<file path="src/rtl/iob_acc_mc_pkg.sv">
// Shared types and helpers for the multi-channel accumulator.
package iob_acc_mc_pkg;

    typedef enum logic {
        ST_IDLE  = 1'b0,
        ST_CLEAR = 1'b1
    } state_t;

    function automatic int ch_width(input int n);
        return (n > 1) ? $clog2(n) : 1;
    endfunction

endpackage

</file>
<file path="src/rtl/iob_acc_mc_alu.sv">
// Combinational add with carry/sign overflow detection and optional saturation.
module iob_acc_mc_alu #(
    parameter int DATA_W = 21,
    parameter bit SIGNED = 1'b0
) (
    input  logic [DATA_W-1:0] acc,
    input  logic [DATA_W-1:0] incr,
    input  logic              sat,
    output logic [DATA_W-1:0] result,
    output logic              ovf
);

    localparam logic [DATA_W-1:0] S_MAX = {1'b0, {(DATA_W-1){1'b1}}};
    localparam logic [DATA_W-1:0] S_MIN = {1'b1, {(DATA_W-1){1'b0}}};

    logic [DATA_W:0] ext_acc;
    logic [DATA_W:0] ext_incr;
    logic [DATA_W:0] sum;

    always_comb begin
        ext_acc  = SIGNED ? {acc[DATA_W-1], acc}   : {1'b0, acc};
        ext_incr = SIGNED ? {incr[DATA_W-1], incr} : {1'b0, incr};
        sum      = ext_acc + ext_incr;
        ovf      = SIGNED ? ((acc[DATA_W-1] == incr[DATA_W-1]) && (sum[DATA_W-1] != acc[DATA_W-1]))
                          : sum[DATA_W];
        result   = sum[DATA_W-1:0];
        // A signed overflow always takes the direction of the operands' common sign.
        if (sat && ovf) begin
            if (SIGNED) result = acc[DATA_W-1] ? S_MIN : S_MAX;
            else        result = '1;
        end
    end

endmodule

</file>
<file path="src/rtl/iob_acc_mc.sv">
// N_CH independent accumulators behind one valid/ready update port,
// with sequenced clear-all and a registered read port.
//
//   state    | meaning
//   ---------+-----------------------------------------------------
//   ST_IDLE  | updates accepted; clr_all_i starts a clear
//   ST_CLEAR | one channel reset per enabled cycle, updates blocked
module iob_acc_mc
    import iob_acc_mc_pkg::*;
#(
    parameter int                DATA_W  = 21,
    parameter int                N_CH    = 4,
    parameter bit                SIGNED  = 1'b0,
    parameter logic [DATA_W-1:0] RST_VAL = '0,
    localparam int               CH_W    = ch_width(N_CH)
) (
    input  logic              clk_i,
    input  logic              rst_i,
    input  logic              cke_i,
    input  logic              sat_i,
    input  logic              clr_all_i,
    output logic              busy_o,
    input  logic              in_valid_i,
    output logic              in_ready_o,
    input  logic [CH_W-1:0]   in_ch_i,
    input  logic              ld_i,
    input  logic [DATA_W-1:0] ld_val_i,
    input  logic [DATA_W-1:0] incr_i,
    input  logic [CH_W-1:0]   rd_ch_i,
    output logic [DATA_W-1:0] rd_data_o,
    output logic [N_CH-1:0]   ovf_o
);

    state_t            state, state_nx;
    logic [CH_W-1:0]   clr_idx, clr_idx_nx;
    logic              clr_we;
    logic              accept;
    logic [DATA_W-1:0] acc [N_CH];
    logic [DATA_W-1:0] acc_cur;
    logic [DATA_W-1:0] rd_cur;
    logic [DATA_W-1:0] alu_result;
    logic              alu_ovf;

    always_ff @(posedge clk_i) begin
        if (rst_i) begin
            state   <= ST_IDLE;
            clr_idx <= '0;
        end else if (cke_i) begin
            state   <= state_nx;
            clr_idx <= clr_idx_nx;
        end
    end

    always_comb begin
        state_nx   = state;
        clr_idx_nx = clr_idx;
        clr_we     = 1'b0;
        case (state)
            ST_IDLE: begin
                if (clr_all_i) begin
                    state_nx   = ST_CLEAR;
                    clr_idx_nx = '0;
                end
            end
            ST_CLEAR: begin
                clr_we = 1'b1;
                if (clr_idx == CH_W'(N_CH - 1)) begin
                    state_nx   = ST_IDLE;
                    clr_idx_nx = '0;
                end else begin
                    clr_idx_nx = clr_idx + 1'b1;
                end
            end
            default: state_nx = ST_IDLE;
        endcase
    end

    assign busy_o     = (state == ST_CLEAR);
    assign in_ready_o = (state == ST_IDLE) && !clr_all_i;
    assign accept     = in_valid_i && in_ready_o && cke_i;

    // Mux loops rather than direct indexing so out-of-range channels read as 0.
    always_comb begin
        acc_cur = '0;
        rd_cur  = '0;
        for (int c = 0; c < N_CH; c++) begin
            if (in_ch_i == CH_W'(c)) acc_cur = acc[c];
            if (rd_ch_i == CH_W'(c)) rd_cur  = acc[c];
        end
    end

    iob_acc_mc_alu #(
        .DATA_W (DATA_W),
        .SIGNED (SIGNED)
    ) u_alu (
        .acc    (acc_cur),
        .incr   (incr_i),
        .sat    (sat_i),
        .result (alu_result),
        .ovf    (alu_ovf)
    );

    always_ff @(posedge clk_i) begin
        if (rst_i) begin
            for (int c = 0; c < N_CH; c++) acc[c] <= RST_VAL;
            ovf_o     <= '0;
            rd_data_o <= '0;
        end else if (cke_i) begin
            rd_data_o <= rd_cur;
            for (int c = 0; c < N_CH; c++) begin
                if (clr_we && (clr_idx == CH_W'(c))) begin
                    acc[c]   <= RST_VAL;
                    ovf_o[c] <= 1'b0;
                end else if (accept && (in_ch_i == CH_W'(c))) begin
                    if (ld_i) begin
                        acc[c]   <= ld_val_i;
                        ovf_o[c] <= 1'b0;
                    end else begin
                        acc[c] <= alu_result;
                        if (alu_ovf) ovf_o[c] <= 1'b1;
                    end
                end
            end
        end
    end

endmodule
</file>
<file path="config.mk">
export PLATFORM = sky130hd
export DESIGN_NAME = iob_acc_mc
export DESIGN_NICKNAME = d
export VERILOG_FILES = /design/src/rtl/iob_acc_mc_pkg.sv /design/src/rtl/iob_acc_mc_alu.sv /design/src/rtl/iob_acc_mc.sv
export SDC_FILE = /design/constraint.sdc
export NUM_CORES = 1
export LEC_CHECK = 0
export ABC_CLOCK_PERIOD_IN_PS = 6240
export CORE_MARGIN = 2
export CORE_UTILIZATION = 50
export CTS_CLUSTER_DIAMETER = 120
export DETAILED_ROUTE_END_ITERATION = 10
export GPL_ROUTABILITY_DRIVEN = 0
export PLACE_DENSITY = 0.72
export REMOVE_ABC_BUFFERS = 1
export SLEW_MARGIN = 40
export SYNTH_ARGS = -nofsm -noshare
export SYNTH_HDL_FRONTEND = slang
export SYNTH_SLANG_ARGS = --single-unit
export TNS_END_PERCENT = 1
</file>
<file path="constraint.sdc">
create_clock -name clk_i -period 6.24 [get_ports clk_i]
set_clock_uncertainty 0.05 [all_clocks]
set_input_delay 0.624 -clock clk_i [delete_from_list [all_inputs] [get_ports clk_i]]
set_output_delay 0.624 -clock clk_i [all_outputs]
set_load 0.005 [all_outputs]
</file>
Word-level counts from Yosys, hierarchy flattened. Memories as Yosys holds them, arrays and structs flattened. Cells that the tools add are included.

RAM bits: 84. Output and inout bits: 27. Register bits: 28. Memories: 1. Word-level logic and storage cells: 160.

Bitwise operators: 13. Mux-type cells: 98. $add $sub $neg: 2. Eq/ne operators: 10. Reductions and logical operators: 29.

Memory list: acc (words 4, width 21, rd ports 4, clocked after Yosys merged registers in 0, write ports 4, line iob_acc_mc.sv:38) `logic [DATA_W-1:0] acc [N_CH];`.

Operators with widths (count): $mux W21 (21); $mux W1 (73); $add A21 B21 Y22 (1); $eq A2 B2 Y1 const B (6); $logic_and A1 B1 Y1 (12); $or A1 B1 Y1 (12); $reduce_and A3 Y1 (4); $reduce_bool A3 Y1 (4); $reduce_bool A2 Y1 (4); $eq A2 B1 Y1 const B (3); $logic_not A2 Y1 (3); $mux W2 (2); $pmux W2 S2 (1); $add A2 B1 Y2 const B (1); $ne A2 B2 Y1 const B (1); $pmux W1 S2 (1); $reduce_and A2 Y1 (1); $logic_not A1 Y1 (1); $not A1 Y1 (1).

Depth between registers and ports, before layout.
Depth in word-level cells: 12. Depth in mapped cells: 13. Mapped depth without buffers: 10.

Cells and area by module. Synthesis repeated with hierarchy kept, for this count alone.

Cell total of the unflattened synthesis: 662. Area, all modules: 7126.8 µm².

Modules (own cells, without submodules): iob_acc_mc (area an instance 5814.3 µm², sequential area each 3083.0 µm², instances 1, cells each 490); iob_acc_mc_alu (area an instance 1312.5 µm², sequential area each 0.0 µm², instances 1, cells each 172).

Worst setup path after synthesis. Ideal clock, no wire load.

Path type: in2reg. Start: in in_ch_i[0]. End: mem acc[1][14], data pin. Stages: 12. Path slack: 1.733 ns. Library setup time: 0.256 ns. Arrival: 4.200 ns. Buffers on the path: 2. Cells stage by stage: clkbuf_1 > buf_1 > mux4_2 > ha_1 > fa_1 > a21o_1 > a221oi_4 > a211oi_2 > o311ai_2 > a21oi_1 > a311o_1 > a22o_1.

RTL lines: from (decl) (line iob_acc_mc.sv:25) `input logic [CH_W-1:0] in_ch_i,`; to (decl) (line iob_acc_mc.sv:38).

==> results.md <==
* R2R depth at 10
* Hold buffer count at CTS at 0
* Delay-heaviest family, CP: compound AO/OA/AOI/OAI gates
* Slowest cell delay on critical path at between 0.5 and 0.6 ns
* Root Buffer: clkbuf_16
* CTS H-Tree Depth at 3
* Pin count of the biggest net entering global routing at 30
* Syn avg cell area at between 10 and 15 sq um
* Hold Vio Cnt, Final at 0
* DR iter-0 viols at between 500 and 600
* Yosys cell types at 57
* Routed wire per std cell at about 22 microns
* Pint at 1.35 mW
* DRC Markers at 0
* Vias at 5641
* Final period util at around 65%
* Leak pwr at a little over 3 nW
* Syn. warnings at 0
* Pwr Density at approximately 230 nW/um^2
* Top FF cell, synth: edfxtp_1
* Max Freq at approximately 250 MHz
* Max VDD drop at 0.122 mV
* CTS-repair resized insts at 0
* Core box area at roughly 14000 sq um
* Inserted Diodes at 0
* Number of global-route vias before repair at between 5000 and 6000
* TritonRoute pass-1 iters at 5
* Hpwl dp at roughly 13000 microns
* Worst r2r dst: acc[1][14]
* Switching Fraction at 28.3%
* Final setup fails at 0
* Logic pwr share at 22.7%
* Layout cells sized above 1 at a little over an eighth
* Routed vias/inst at between 6 and 7
* Startpoint Class: input pin
* Initial Util at 50.6%
* Measured slew at the worst slew-check pin at 0.776 ns
* CP max FO at 14
* Mapped Cells at 626
* Worst Setup Path Type: in -> reg
* # IOs at 80
* FF+latch count, synth at 112
* Nets at a little under 800
* Clock slew at reported path FFs at about 0.070 ns
* GR Overflow Total at 0
* CP Data Required Time at 6.27 ns
* Hold EP: ovf_o[3]
* Slew Limit Headroom at 48.2%
* Critical Path, Cell by Cell: buf_2 > buf_4 > mux4_2 > ha_1 > a21oi_1 > o22ai_1 > o31ai_1 > nand2b_2 > a41o_2 > a31oi_1 > o21ai_0
* Post-CTS Setup Inserts at 0
* R2R Setup Slk at about 2.7 ns
* I/O Buffers at 79
* Fin Hold WS at around 0.42 ns
* Max cap viols at 0
* Total Wirelength at slightly below 20000 microns
* DRT antenna net count at 0
* Setup_tns at 0 ns
* Clock period minus final worst setup slack at between 4 and 5 ns
* Clock share of power at 31.9%
* Die W at approximately 120 microns
* Worst hold path type: reg -> reg
* Insertion delay to the later sink of the worst-skew pair at roughly 0.36 ns
* Sequential area share after synthesis at between 40% and 50%
* Slowest CP cell: mux4_2
* Rows at 43
* HP Start: ovf_o[3]
* Cts bufs inserted at 9
* Asr flop ratio synth at 0%
* Crit path DAT at about 4.1 ns
* Max clock buf depth at 2
* Switching power at ~0.53 mW
* First-pass GRT wire length at between 20000 and 30000 microns
* Synthesized area at 6940 sq um
* Die area at approximately 15000 sq um
* Sink Count at around 110
* Gr usage total at a little over a quarter
* Die height at ~120 microns
* Post-synth EDFFs at 84
* Hold Path Depth at 2
* Initial antenna violation count at 0
* P&R area growth vs syn at 18.4%
* Critical path endpoint category: flip-flop
* Power share of the sequential group at a little under half
* Worst path bufs/invs at 2
* RSZ-0062 raised after global routing: false
* Status: finished clean
* CTS tree: done
* Pins over their slew limit at 0
* Reg-to-Reg Start: acc[3][0]
-- worst min-delay path: stages, from the launching register on --
cell and delay, ns:
dfxtp_1 0.31, inv_1 0.04, a21boi_0 0.07
-- routing by layer --
metal	vias up	track usage, %	share of wire (%)
met5	-	0	0
met4	0	10.6	2.3
met3	38	5.15	9.4
met2	345	44.5	48
met1	2720	36.4	40
li1	2538	-	-
-- power groups by stage --
stage               Clock (mW)  Combinational [mW]  Sequential, mW
finish                   0.599               0.426           0.853
global route             0.629               0.463           0.856
CTS                      0.604               0.421           0.853
detailed placement           0               0.417           0.870
global placement             0               0.412           0.866
floorplan                    0               0.258           0.864
-- synthesized netlist by cell type, types with 6 or more instances --
cell	instances	share of area [%]
buf_2	8	0.58
o21ai_1	35	2.5
o21a_1	6	0.65
nand3_1	8	0.58
mux4_2	42	14
ha_1	25	4.5
nor3_1	7	0.51
a21oi_1	25	1.8
edfxtp_1	84	36
a21o_1	7	0.76
inv_1	10	0.54
mux2i_1	25	3.6
nor2_1	61	3.3
a22o_1	35	4.4
clkbuf_1	27	1.5
nand2_1	75	4.1
o21ai_0	23	1.7
xor2_1	7	0.88
nand2b_1	10	0.90
dfxtp_1	28	8.1
-- cell usage in the layout (no fill, tap or decap), types with 8 or more instances in the layout --
master and n:
nand2_1 73, clkbuf_16 10, buf_4 15, nor2_1 57, dfxtp_1 28, edfxtp_1 84, clkdlybuf4s50_1 77, o21ai_1 35
a21oi_1 25, a22o_1 35, inv_1 10, mux2i_1 25, ha_1 25, nand3_1 8, o21ai_0 23, mux4_2 42
nand2b_1 10
-- area by class of cell --
class | count | area [sq um]
clock inverters | 3 | 21.3
multi-input cells | 463 | 3660
flip-flops and latches | 112 | 3080
fillers | 1147 | 5510
repair buffers | 94 | 893
inverters | 10 | 37.5
well taps | 180 | 225
clock buffers | 13 | 292
-- sequential cells by signal (all words and copies together) (netlist names) --
name	flops
rd_data_o	21
ovf_o	4
acc	84
busy_o	1
clr_idx	2
-- cells by family after synthesis --
kind of cell / share of synthesized area [%]
DFF: 44.5
AOI/OAI and AO/OA: 17.1
and+or+nand+nor: 12.2
buffers and inverters: 3.01
xor gates and xnor gates: 1.26
muxes: 17.2
adders and majority gates: 4.80
-- stage by stage --
step / area [sq um] / worst slack, ns / util (%) / power, mW / std cells
5_1_grt: 8210 / 1.93 / 59.8 / 1.95 / 875
3_3_place_gp: 7880 / 1.86 / 57.5 / 1.28 / 859
6_report: 8210 / 2.16 / 59.8 / 1.88 / 875
4_1_cts: 8200 / 2.15 / 59.8 / 1.88 / 875
3_5_place_dp: 7890 / 1.77 / 57.5 / 1.29 / 859
2_1_floorplan: 6760 / 2.70 / - / 1.12 / 585
-- how the worst max path moves through the flow --
stage / startpoint / end / cells after the start
after CTS: in_ch_i[0] / acc[1][14] / 11
after global routing: in_ch_i[0] / acc[1][14] / 11
after global placement: in_ch_i[0] / acc[0][14] / 11
final: in_ch_i[0] / acc[2][19] / 11
after detailed placement: in_ch_i[0] / acc[0][14] / 11
after floorplan: in_ch_i[0] / acc[1][14] / 10
Power figures use the tool's default switching activity.
